## src/rtl/score_disp_pkg.sv

```systemverilog
// Shared constants, converter state encoding and seven-segment lookup for score_display.
package score_disp_pkg;

    localparam int unsigned BCD_MAX   = 9999;
    localparam int unsigned CONV_BITS = 14;

    // Active-low segments, bit order GFEDCBA.
    localparam logic [6:0] SEG_DASH  = 7'b0111111;
    localparam logic [6:0] SEG_BLANK = 7'b1111111;

    typedef enum logic [1:0] {
        CONV_IDLE,
        CONV_LOAD,
        CONV_SHIFT,
        CONV_DONE
    } conv_state_t;

    function automatic logic [6:0] seg_of(input logic [3:0] d);
        case (d)
            4'd0:    return 7'b1000000;
            4'd1:    return 7'b1111001;
            4'd2:    return 7'b0100100;
            4'd3:    return 7'b0110000;
            4'd4:    return 7'b0011001;
            4'd5:    return 7'b0010010;
            4'd6:    return 7'b0000010;
            4'd7:    return 7'b1111000;
            4'd8:    return 7'b0000000;
            4'd9:    return 7'b0010000;
            default: return SEG_BLANK;
        endcase
    endfunction

endpackage

```

## src/rtl/score_display_bin2bcd.sv

```systemverilog
// Sequential double-dabble converter: 14-bit binary to four BCD digits, 16 cycles start-to-done.
module bin2bcd_seq
    import score_disp_pkg::*;
(
    input  logic                 clk,
    input  logic                 reset,
    input  logic                 start,
    input  logic [CONV_BITS-1:0] bin,
    output logic                 busy,
    output logic                 done,
    output logic [15:0]          bcd
);

    conv_state_t          state, state_next;
    logic [CONV_BITS-1:0] bin_sr;
    logic [15:0]          bcd_sr;
    logic [15:0]          bcd_adj;
    logic [3:0]           count;

    // State register.
    always_ff @(posedge clk) begin
        if (reset) state <= CONV_IDLE;
        else       state <= state_next;
    end

    // Next-state logic; start is only honoured while idle.
    always_comb begin
        state_next = state;
        case (state)
            CONV_IDLE:  if (start) state_next = CONV_LOAD;
            CONV_LOAD:  state_next = CONV_SHIFT;
            CONV_SHIFT: if (count == 4'(CONV_BITS - 1)) state_next = CONV_DONE;
            CONV_DONE:  state_next = CONV_IDLE;
            default:    state_next = CONV_IDLE;
        endcase
    end

    // Add-3 correction on every BCD nibble of 5 or more before the shift.
    always_comb begin
        bcd_adj = bcd_sr;
        for (int unsigned i = 0; i < 4; i++) begin
            if (bcd_sr[i*4 +: 4] >= 4'd5) bcd_adj[i*4 +: 4] = bcd_sr[i*4 +: 4] + 4'd3;
        end
    end

    // Shift datapath: load clears the BCD side, each SHIFT cycle moves one binary bit in.
    always_ff @(posedge clk) begin
        if (reset) begin
            bin_sr <= '0;
            bcd_sr <= '0;
            count  <= '0;
        end else begin
            case (state)
                CONV_LOAD: begin
                    bin_sr <= bin;
                    bcd_sr <= '0;
                    count  <= '0;
                end
                CONV_SHIFT: begin
                    {bcd_sr, bin_sr} <= {bcd_adj, bin_sr} << 1;
                    count            <= count + 4'd1;
                end
                default: ;
            endcase
        end
    end

    assign busy = (state != CONV_IDLE);
    assign done = (state == CONV_DONE);
    assign bcd  = bcd_sr;

endmodule

```

## src/rtl/score_display.sv

```systemverilog
// Best-time tracker, shared BCD conversion sequencer and 8-digit multiplexed display driver.
module score_display
    import score_disp_pkg::*;
#(
    parameter int unsigned DIGIT_TICKS = 100000,
    parameter int unsigned TIMER_W     = 16
) (
    input  logic               clk,
    input  logic               reset,
    input  logic [TIMER_W-1:0] timer,
    input  logic               won_the_game,
    input  logic               hit_a_hole,
    output logic [6:0]         seg,
    output logic               dp,
    output logic [7:0]         an,
    output logic [TIMER_W-1:0] best_time,
    output logic               new_record
);

    localparam int unsigned SCAN_W = $clog2(DIGIT_TICKS);

    logic                 won_d;
    logic                 win;
    logic                 best_valid;
    logic                 sel_best;
    logic                 start_conv;
    logic                 conv_busy;
    logic                 conv_done;
    logic [15:0]          conv_bcd;
    logic [CONV_BITS-1:0] cur_clamped;
    logic [CONV_BITS-1:0] best_clamped;
    logic [CONV_BITS-1:0] conv_bin;
    logic [15:0]          shown_cur;
    logic [15:0]          shown_best;
    logic [SCAN_W-1:0]    scan_cnt;
    logic [2:0]           idx;
    logic [6:0]           digit_seg;

    // A restart after a hole does not touch the record, so hit_a_hole is not consulted.
    logic unused_hole;
    assign unused_hole = hit_a_hole;

    assign win = won_the_game & ~won_d;

    // Best-time tracker: rising edge of won, strictly lower time (or first win) updates.
    always_ff @(posedge clk) begin
        if (reset) begin
            won_d      <= 1'b0;
            best_time  <= '0;
            best_valid <= 1'b0;
            new_record <= 1'b0;
        end else begin
            won_d      <= won_the_game;
            new_record <= 1'b0;
            if (win && (!best_valid || timer < best_time)) begin
                best_time  <= timer;
                best_valid <= 1'b1;
                new_record <= 1'b1;
            end
        end
    end

    // Saturate both values to four decimal digits before conversion.
    always_comb begin
        cur_clamped  = (timer > TIMER_W'(BCD_MAX)) ? CONV_BITS'(BCD_MAX) : timer[CONV_BITS-1:0];
        best_clamped = (best_time > TIMER_W'(BCD_MAX)) ? CONV_BITS'(BCD_MAX)
                                                       : best_time[CONV_BITS-1:0];
    end

    // sel_best only flips on done, so the operand stays stable through LOAD.
    assign conv_bin   = sel_best ? best_clamped : cur_clamped;
    assign start_conv = ~conv_busy;

    bin2bcd_seq u_conv (
        .clk   (clk),
        .reset (reset),
        .start (start_conv),
        .bin   (conv_bin),
        .busy  (conv_busy),
        .done  (conv_done),
        .bcd   (conv_bcd)
    );

    // Conversion sequencer: alternate current/best, latching each result as it completes.
    always_ff @(posedge clk) begin
        if (reset) begin
            sel_best   <= 1'b0;
            shown_cur  <= '0;
            shown_best <= '0;
        end else if (conv_done) begin
            if (sel_best) shown_best <= conv_bcd;
            else          shown_cur  <= conv_bcd;
            sel_best <= ~sel_best;
        end
    end

    // Scan timer: hold each digit DIGIT_TICKS cycles, then advance the digit index.
    always_ff @(posedge clk) begin
        if (reset) begin
            scan_cnt <= '0;
            idx      <= '0;
        end else if (scan_cnt == SCAN_W'(DIGIT_TICKS - 1)) begin
            scan_cnt <= '0;
            idx      <= idx + 3'd1;
        end else begin
            scan_cnt <= scan_cnt + SCAN_W'(1);
        end
    end

    // Digit mux: right half is the current time, left half the best time or a dash.
    always_comb begin
        digit_seg = SEG_BLANK;
        if (!idx[2])        digit_seg = seg_of(shown_cur[{idx[1:0], 2'b00} +: 4]);
        else if (best_valid) digit_seg = seg_of(shown_best[{idx[1:0], 2'b00} +: 4]);
        else                 digit_seg = SEG_DASH;
    end

    // Registered display outputs; decimal point before the tenths digit of each half.
    always_ff @(posedge clk) begin
        if (reset) begin
            an  <= '1;
            seg <= '1;
            dp  <= 1'b1;
        end else begin
            an  <= ~(8'b1 << idx);
            seg <= digit_seg;
            dp  <= ~(idx[1:0] == 2'd1);
        end
    end

endmodule

```

## config.mk

```make
export PLATFORM = sky130hd
export DESIGN_NAME = score_display
export DESIGN_NICKNAME = d
export VERILOG_FILES = /design/src/rtl/score_disp_pkg.sv /design/src/rtl/score_display_bin2bcd.sv /design/src/rtl/score_display.sv
export SDC_FILE = /design/constraint.sdc
export NUM_CORES = 1
export LEC_CHECK = 0
export ABC_AREA = 1
export BUFFER_PORTS_ARGS = -buffer_cell sky130_fd_sc_hd__clkbuf_2
export CAP_MARGIN = 5
export CORE_UTILIZATION = 39
export DETAILED_ROUTE_END_ITERATION = 16
export RECOVER_POWER = 25
export SYNTH_ARGS = -nofsm -noshare
export SYNTH_HDL_FRONTEND = slang
export SYNTH_SLANG_ARGS = --single-unit
export TNS_END_PERCENT = 20
```

## constraint.sdc

```tcl
create_clock -name clk -period 4.2 [get_ports clk]
set_input_delay 0.42 -clock clk [delete_from_list [all_inputs] [get_ports clk]]
set_output_delay 0.42 -clock clk [all_outputs]
set_load 0.02 [all_outputs]
```

**After elaboration in Yosys (flattened, before gate mapping)**

Memories as Yosys holds them, arrays and structs flattened.
Index checks and enable logic that the tools add are counted.

- $add $sub $neg: 7
- Magnitude comparators: 7
- Equality and inequality tests: 8
- Shift-type cells: 3
- Multiplexer cells: 16
- Bitwise logic cells: 5
- Reductions and logical operators: 10

Operator list:

| operator | count |
|---|---|
| 14-bit two-way mux | 3 |
| 16-bit by 14-bit greater-than comparator with 1-bit output, second input constant | 2 |
| 16-bit case mux with 2 select lines | 1 |
| 16-bit by 5-bit indexed part select with 4-bit output | 2 |
| 14-bit case mux with 2 select lines | 1 |
| 17-bit by 1-bit adder with 17-bit output, second input constant | 1 |
| 17-bit equality test, second input constant | 1 |
| 4-bit by 3-bit >= comparator with 1-bit output, second input constant | 4 |
| 16-bit less-than comparator | 1 |
| 7-bit two-way mux | 2 |
| 4-bit by 2-bit adder with 4-bit output, second input constant | 3 |
| 4-bit two-way mux | 3 |
| 8-bit inverter | 1 |
| 2-bit case mux with 4 select lines | 1 |
| 4-bit case mux with 2 select lines | 1 |
| 1-bit by 3-bit << shifter with 8-bit output, first input constant | 1 |
| 2-bit AND reduction | 3 |
| 4-bit by 1-bit adder with 4-bit output, second input constant | 1 |
| 2-bit by 1-bit equality test with 1-bit output, second input constant | 2 |
| 2-bit equality test, second input constant | 2 |
| 4-bit equality test, second input constant | 1 |
| 2-bit two-way mux | 2 |
| 2-bit nonzero test | 2 |
| 3-bit by 1-bit adder with 3-bit output, second input constant | 1 |
| 12 further kinds | 14 |

- Register bits: 124
- Bits in read-only memories: 224
- Bits of input ports: 20
- Output and inout bits: 33
- Logic and storage cells: 74
- Memories kept: 2

Memory list:

| memory | words | width | rd ports | clocked after Yosys merged registers in | write ports | RTL line | RTL |
|---|---|---|---|---|---|---|---|
| (name not given) | 16 | 7 | 1 | 0 | 0 | score_disp_pkg.sv:19 | `case (d)` |
| (name not given) | 16 | 7 | 1 | 0 | 0 | score_disp_pkg.sv:19 |  |

**Logic depth before layout (Yosys ltp)**

Gate-level depths: netlist of run 1.

- Depth after elaboration: 4
- Depth in mapped cells: 15

**By module**

Synthesis of run 1 repeated with hierarchy kept, for this count alone.

- Cell total of the unflattened synthesis: 966
- Area total of the unflattened synthesis: 6650.1 um2

By module, submodules not included:

| module | times used | cells an instance | area each (um2) |
|---|---|---|---|
| score_display | 1 | 676 | 4682.0 |
| bin2bcd_seq | 1 | 290 | 1968.1 |

**Worst setup path after synthesis of run 1**

No wires, ideal clock.

- Path kind: flip-flop to flip-flop
- Start: reg best_time[5]
- End: reg best_time[8]
- Library setup time: 0.115 ns
- Data arrival time: 1.723 ns
- Required time: 4.085 ns
- Path slack: 2.362 ns
- Cell stages (with the launch flop): 14
- Buffers on the path: 1
- Period minus slack after synthesis: 1.838 ns
- Path through: dfxtp_1 inv_1 ha_1 a21oi_1 nor2_1 nor3_1 nand2_1 nand2_1 nand2_1 nand2_1 buf_2 nand3_1 nand2_1 nor2_1

- Longest elaborated chain between the ends: 3

RTL lines:

| what | RTL line | RTL |
|---|---|---|
| start, declared | score_display.sv:16 | `output logic [TIMER_W-1:0] best_time,` |
| start signal, assigned | score_display.sv:56 | `best_time <= timer;` |
| 16-bit less-than comparator | score_display.sv:55 | `if (win && (!best_valid \|\| timer < best_time)) begin` |
| 1-bit logical OR | score_display.sv:55 |  |
| 1-bit logical AND | score_display.sv:55 |  |

No other way between the ends.
A chain may end at the register's enable or synchronous reset.

==> results_dict.tcl, run 1 <==
set metrics [dict create \
    status "finished with violations" \
    violations "max-capacitance violations, max-slew violations" \
    holdWs_ps 221 \
    gp_congestion 0.846 \
    cpLargestDelayFamily "buffers and inverters" \
    grt_pass1_vias 5054 \
    grtUsageTotal_pct 18.3 \
    ys_seq_area_share_pct 39.6 \
    core_area_mm2 0.0158 \
    relSlewSlack_pct -32.9 \
    hold_path_class "in2reg" \
    regArea_mm2 0.00248 \
    cts_buffer_depth 2 \
    synth-edff-count 0 \
    drtIter0Drc 476 \
    arrival_ps 3310 \
    hold_buffers 0 \
    netlist_instances 865 \
    io_pins 53 \
    crit_chain "clkbuf_2 > clkbuf_1 > clkinv_1 > buf_4 > o21ai_0 > nor2_1" \
    ys_warn_count 0 \
    worstSetupPathType "in2reg" \
    tightest_slew_ps 1990 \
    syn_nets 930 \
    grt_pass1_wl_um 24100 \
    setup_viol 0 \
    cp_num_buf_inv 4 \
    routedWlPerCell_um 12.6 \
    routed_via_density 4.95 \
    cts_resized 0 \
    firstDrtPassIters 5 \
    cp-start-kind "input port" \
    cap_violations 1 \
    cts_setup_buffers 0 \
    ir_worst_vdd_uv 285 \
    dieHeight_um 129 \
    insertion_delay_ps 420 \
    die_area_mm2 0.0166 \
    layout.nets 969 \
    pre_cts_ws_ps 1520 \
    slew_violations 40 \
    crit_path_top_delay_cell "clkbuf_1" \
    cp_data_required_time_ps 4500 \
    cts_root_buffer "clkbuf_16" \
    grt_max_degree 58 \
    finalSetupTns_ps 0 \
    rows 46 \
    final_cell_mix "159 x nand2_1, 124 x dfxtp_1, 102 x inv_1" \
    timing.final.ws_setup_ps 1180 \
    synth.distinct_cells 43 \
    vias 5608 \
    fin_skew_ps 9.13 \
    pwr_density_cell_mw_per_mm2 492 \
    critPathMaxStageDelay_ps 1410 \
    antenna_found_initial 0 \
    p_leak_uw 0.00298 \
    htreeDepth 4 \
    antenna_cells 0 \
    syn_area_mm2 0.00627 \
    final_common_cell "nand2_1" \
    synthArstFlopShare_pct 0 \
    wl_um 14200 \
    clk_pin_slew_ps 60 \
    syn-mean-instance-area_um2 7.25 \
    die_w_um 129 \
    grt_overflow 0 \
    fillers 1625 \
    rsz0062_at_grt "false" \
    finalHoldViolCount 0 \
    route.antenna.remaining_nets 0 \
    synth-seq-cells 124 \
    synthToLayoutAreaGrowth_pct 15.0 \
    yosys_most_used_dff "dfxtp_1" \
    fmax_ghz 0.331 \
    drcViolationCount 0 \
    hpwlAfterDp_um 9850 \
    endpoint_kind "flip-flop" \
    port_buffers 51 \
    crit_fanout 57 \
    finalCritPeriodShare_pct 71.8 \
    drive_gt1_share_pct 7.96 \
    clock-sinks 124 \
    period_needed_ps 3020 \
    cts_tree "yes" \
    multi_input_area_mm2 0.00322 \
    initial_core_util_pct 39.8 \
    cts_buffers 17 \
]
==> flip-flops by register name (all words and copies together), names as in the netlist <==
name           flops
idx                3
u_conv.bcd        16
u_conv.count       4
u_conv.state       2
best_time         16
best_valid         1
new_record         1
sel_best           1
dp                 1
scan_cnt          17
won_d              1
shown_best        16
shown_cur         16
seg                7
u_conv.bin_sr     14
an                 8
==> layer usage <==
layer / GRT usage [%] / share of wire (%) / wire length, um / up-vias
li1: - / - / - / 2942
met1: 24.6 / 50 / 7180 / 2530
met2: 28.6 / 44 / 6310 / 120
met4: 6.16 / 1.4 / 197 / 0
met3: 4.74 / 4.0 / 565 / 16
met5: 0 / 0 / 0 / -
==> path summary, 6_finish.rpt <==
check | start | end | slack, ps | depth (start not counted)
setup / recovery | reset | u_conv.count[3]$_SDFFE_PP0P_ | 1180 | 6
hold / removal | won_the_game | won_d$_SDFF_PP0_ | 220 | 3
setup reg to reg | u_conv.state[0]$_SDFFE_PP0P_ | u_conv.bin_sr[4]$_SDFFE_PP0P_ | 1490 | 8
hold reg to reg | scan_cnt[0]$_SDFF_PP0_ | scan_cnt[0]$_SDFF_PP0_ | 450 | 1
==> cell families after synthesis <==
group | Yosys count | share of synthesized area (%)
flip-flops | 124 | 39.6
adder cells (fa/ha/maj) | 45 | 8.97
AO/OA/AOI/OAI | 210 | 17.9
AND/OR/NAND/NOR | 332 | 23.1
buffers and inverters | 145 | 9.23
XOR/XNOR | 9 | 1.26
==> worst min-delay path, cell delays in order <==
cell,delay [ps]
clkbuf_2,70
inv_1,40
nor2_1,70
==> cells in the mapped netlist, types with 2 or more instances <==
library cell,number,area (um2)
buf_6,3,33.8
inv_2,5,18.8
dfxtp_1,124,2480
o21ai_0,74,370
buf_2,10,50.1
a31oi_1,15,93.8
xor2_1,6,52.6
o21ai_1,3,15.0
clkinv_1,2,7.51
a21oi_1,98,490
ha_1,45,563
nand3_2,2,20.0
nand4_2,2,25.0
inv_1,102,383
nand3_1,70,350
nor2_2,2,12.5
buf_1,3,11.3
nand2_2,2,12.5
nand2_1,159,597
nor3_1,12,60.1
o211ai_1,7,52.6
nor2_1,67,251
nor4_1,2,12.5
xnor2_1,3,26.3
clkbuf_1,20,75.1
o22ai_1,4,25.0
nand4_1,7,43.8
==> report_power, final <==
| part | internal (uW) | switching [uW] |
|---|---|---|
| Sequential | 1300 | 64.3 |
| Clock | 907 | 557 |
| Combinational | 225 | 498 |
| Total | 2430 | 1120 |
==> per-stage QoR <==
step	area, um2	std cells	util (%)	total power [uW]
finish	7220	1133	45.8	3550
global route	7220	1133	45.8	3760
CTS	7260	1133	46.1	3590
detailed placement	6670	1101	42.3	2120
global placement	6670	1101	42.3	2120
floorplan	6270	865	-	1930
==> area by class of cell <==
cell class | instances | area share (%)
Clock buffer | 19 | 6.27
Clock inverter | 13 | 1.94
Inverter | 109 | 5.67
Multi-Input combinational cell | 596 | 44.5
Sequential cell | 124 | 34.4
Tap cell | 216 | 3.74
Timing Repair Buffer | 56 | 3.43
Note: power is estimated with default switching activity, not from simulation.
==> run 2: changes to the inputs <==
--- a/config.mk
+++ b/config.mk
@@ -5,7 +5,7 @@
 export SDC_FILE = /design/constraint.sdc
 export NUM_CORES = 1
 export LEC_CHECK = 0
-export ABC_AREA = 1
+export ABC_AREA = 0
 export BUFFER_PORTS_ARGS = -buffer_cell sky130_fd_sc_hd__clkbuf_2
 export CAP_MARGIN = 5
 export CORE_UTILIZATION = 39
==> constraint.sdc (replaced) <==
create_clock -name clk -period 2.8 [get_ports clk]
set_input_delay 0.28 -clock clk [delete_from_list [all_inputs] [get_ports clk]]
set_output_delay 0.28 -clock clk [all_outputs]
set_load 0.02 [all_outputs]
==> run 2 against run 1 <==
Net effect:
- the flow still finishes with violations (max-capacitance violations, max-slew violations)
- count of clock-buffer cells in the layout up 4
- global-route usage decreased by 0.32 points
- die area is 0.43% lower
- total power up 50%
- wire length shrank 1.7%
- clock power rose by 51%
- critical path type is now reg2reg
==> results_dict.tcl, run 2 <==
set metrics [dict create \
    finalCritPeriodShare_pct 89.6 \
    violations "max-capacitance violations, max-slew violations" \
    grt_max_degree 50 \
    worstSetupPathType "reg2reg" \
    pwr_density_cell_mw_per_mm2 741 \
    relSlewSlack_pct -46.7 \
    grt_pass1_vias 4919 \
    top_register "scan_cnt" \
    finalSetupTns_ps 0 \
    syn_nets 789 \
    netlist_instances 724 \
    yosys_most_used_dff "dfxtp_1" \
    status "finished with violations" \
    clk_pin_slew_ps 60 \
    cts_tree "yes" \
    port_buffers 51 \
    synth_largest_area_cell "dfxtp_1" \
    cts_root_buffer "clkbuf_16" \
    synth_top_area_share_pct 39.7 \
    layout.nets 831 \
    clock-sinks 124 \
    synthArstFlopShare_pct 0 \
    route.antenna.remaining_nets 0 \
    setup_viol 0 \
    slew_violations 50 \
    period_needed_ps 2510 \
    syn-mean-instance-area_um2 8.63 \
    initial_core_util_pct 40.5 \
    synth.distinct_cells 55 \
    cap_violations 1 \
    hold_buffers 0 \
    cts_buffers 17 \
    final_cell_mix "124 x dfxtp_1, 94 x nand2_1, 74 x a21oi_1" \
    htreeDepth 4 \
    crit_chain "inv_1 > ha_1 > nand2_1 > o21ai_0 > a2111oi_1 > o2bb2ai_2 > mux2i_1" \
    ir_worst_vdd_uv 443 \
    cts_resized 0 \
    dieHeight_um 129 \
    synth-seq-cells 124 \
    hold_path_class "in2reg" \
    hpwlAfterDp_um 9820 \
    finalHoldViolCount 0 \
    cts_buffer_depth 2 \
    grtUsageTotal_pct 18.0 \
    cp_data_required_time_ps 3130 \
    cts_setup_buffers 0 \
    critPathMaxStageDelay_ps 960 \
    ys_seq_area_share_pct 39.7 \
    gp_congestion 0.853 \
    vias 5146 \
    synth-edff-count 0 \
    insertion_delay_ps 420 \
    io_pins 53 \
    routedWlPerCell_um 14.1 \
    antenna_found_initial 0 \
    grt_pass1_wl_um 23300 \
    wl_um 14000 \
    largest_register_ffs 17 \
    endpoint_kind "flip-flop" \
    synthTopCellsByCount "124 x dfxtp_1, 94 x nand2_1, 74 x a21oi_1" \
    fin_area_mm2 0.00721 \
    final_common_cell "dfxtp_1" \
    syn_area_mm2 0.00625 \
    grt_overflow 0 \
    drcViolationCount 0 \
    core_area_mm2 0.0154 \
    fmax_ghz 0.399 \
    die_w_um 129 \
    crit_fanout 17 \
    rsz0062_at_grt "false" \
    fin_skew_ps 8.91 \
    antenna_cells 0 \
    synthToLayoutAreaGrowth_pct 15.4 \
    routed_via_density 5.20 \
    p_leak_uw 0.00271 \
    pre_cts_ws_ps 340 \
    ys_warn_count 0 \
    firstDrtPassIters 5 \
    arrival_ps 2840 \
    tightest_slew_ps 2200 \
    yosys-top-cells-area "dfxtp_1 40%, ha_1 9.0%, a21oi_1 5.9%" \
    drtIter0Drc 354 \
    timing.final.ws_setup_ps 292 \
    dpl_cell_area_mm2 0.00665 \
    synth.most_common_cell "dfxtp_1" \
    die_area_mm2 0.0165 \
    cp-start-kind "flip-flop" \
    drive_gt1_share_pct 9.76 \
    rows 45 \
    fin_util_pct 46.7 \
    crit_path_top_delay_cell "o2bb2ai_2" \
]
==> run 2: path summary, 6_finish.rpt <==
kind	startpoint	end	slack, ps	cells past startpoint
worst min-delay path	won_the_game	won_d$_SDFF_PP0_	100	2
worst max register to register	best_time[11]$_SDFFE_PP0P_	best_time[13]$_SDFFE_PP0P_	290	7
worst max-delay path	best_time[11]$_SDFFE_PP0P_	best_time[13]$_SDFFE_PP0P_	290	7
worst min register to register	shown_best[10]$_SDFFE_PP0P_	shown_best[10]$_SDFFE_PP0P_	450	2
==> run 2: cells by family after synthesis <==
family                   count (synthesis)  share of synthesized area (%)
buffers and inverters                   79                           5.55
AO/OA/AOI/OAI                          148                           14.8
XOR/XNOR                                22                           3.08
AND/OR/NAND/NOR                        273                           20.8
flip-flops                             124                           39.7
multiplexers                            33                           7.03
adder cells (fa/ha/maj)                 45                           9.01
==> run 2: worst max-delay path: cells and delay by family (launching register included) <==
| family | cells | cell delay [ps] |
|---|---|---|
| AO/OA/AOI/OAI | 3 | 1280 |
| AND/OR/NAND/NOR | 1 | 60 |
| buffers and inverters | 1 | 70 |
| multiplexers | 1 | 290 |
| flip-flops | 1 | 410 |
| adder cells (fa/ha/maj) | 1 | 310 |
==> run 2: layout make-up <==
type	instances	area (um2)
Multi-Input combinational cell	521	3420
Clock buffer	23	488
Timing Repair Buffer	60	287
Sequential cell	124	2480
Fill cell	1556	8220
Tap cell	211	264
Inverter	42	158
Clock inverter	9	111
==> run 2: power by group <==
part / total (uW) / switching (uW) / internal (uW)
sequential: 1980 / 88.0 / 1890
clock: 2200 / 797 / 1400
combinational: 1160 / 746 / 417
==> run 2: layer usage <==
| layer | part of all wire, % | GRT usage [%] |
|---|---|---|
| met5 | 0 | 0 |
| met4 | 0.92 | 5.40 |
| met3 | 3.8 | 4.24 |
| met2 | 49 | 31.3 |
| met1 | 46 | 22.1 |
==> run 2: metrics by stage <==
| step | hold slack [ps] | power (uW) | std cells |
|---|---|---|---|
| finish | 97.3 | 5340 | 990 |
| global route | 93.6 | 5600 | 990 |
| CTS | 86.0 | 5380 | 990 |
| detailed placement | 443 | 3170 | 958 |
| global placement | 441 | 3140 | 958 |
| floorplan | 408 | 2830 | 724 |
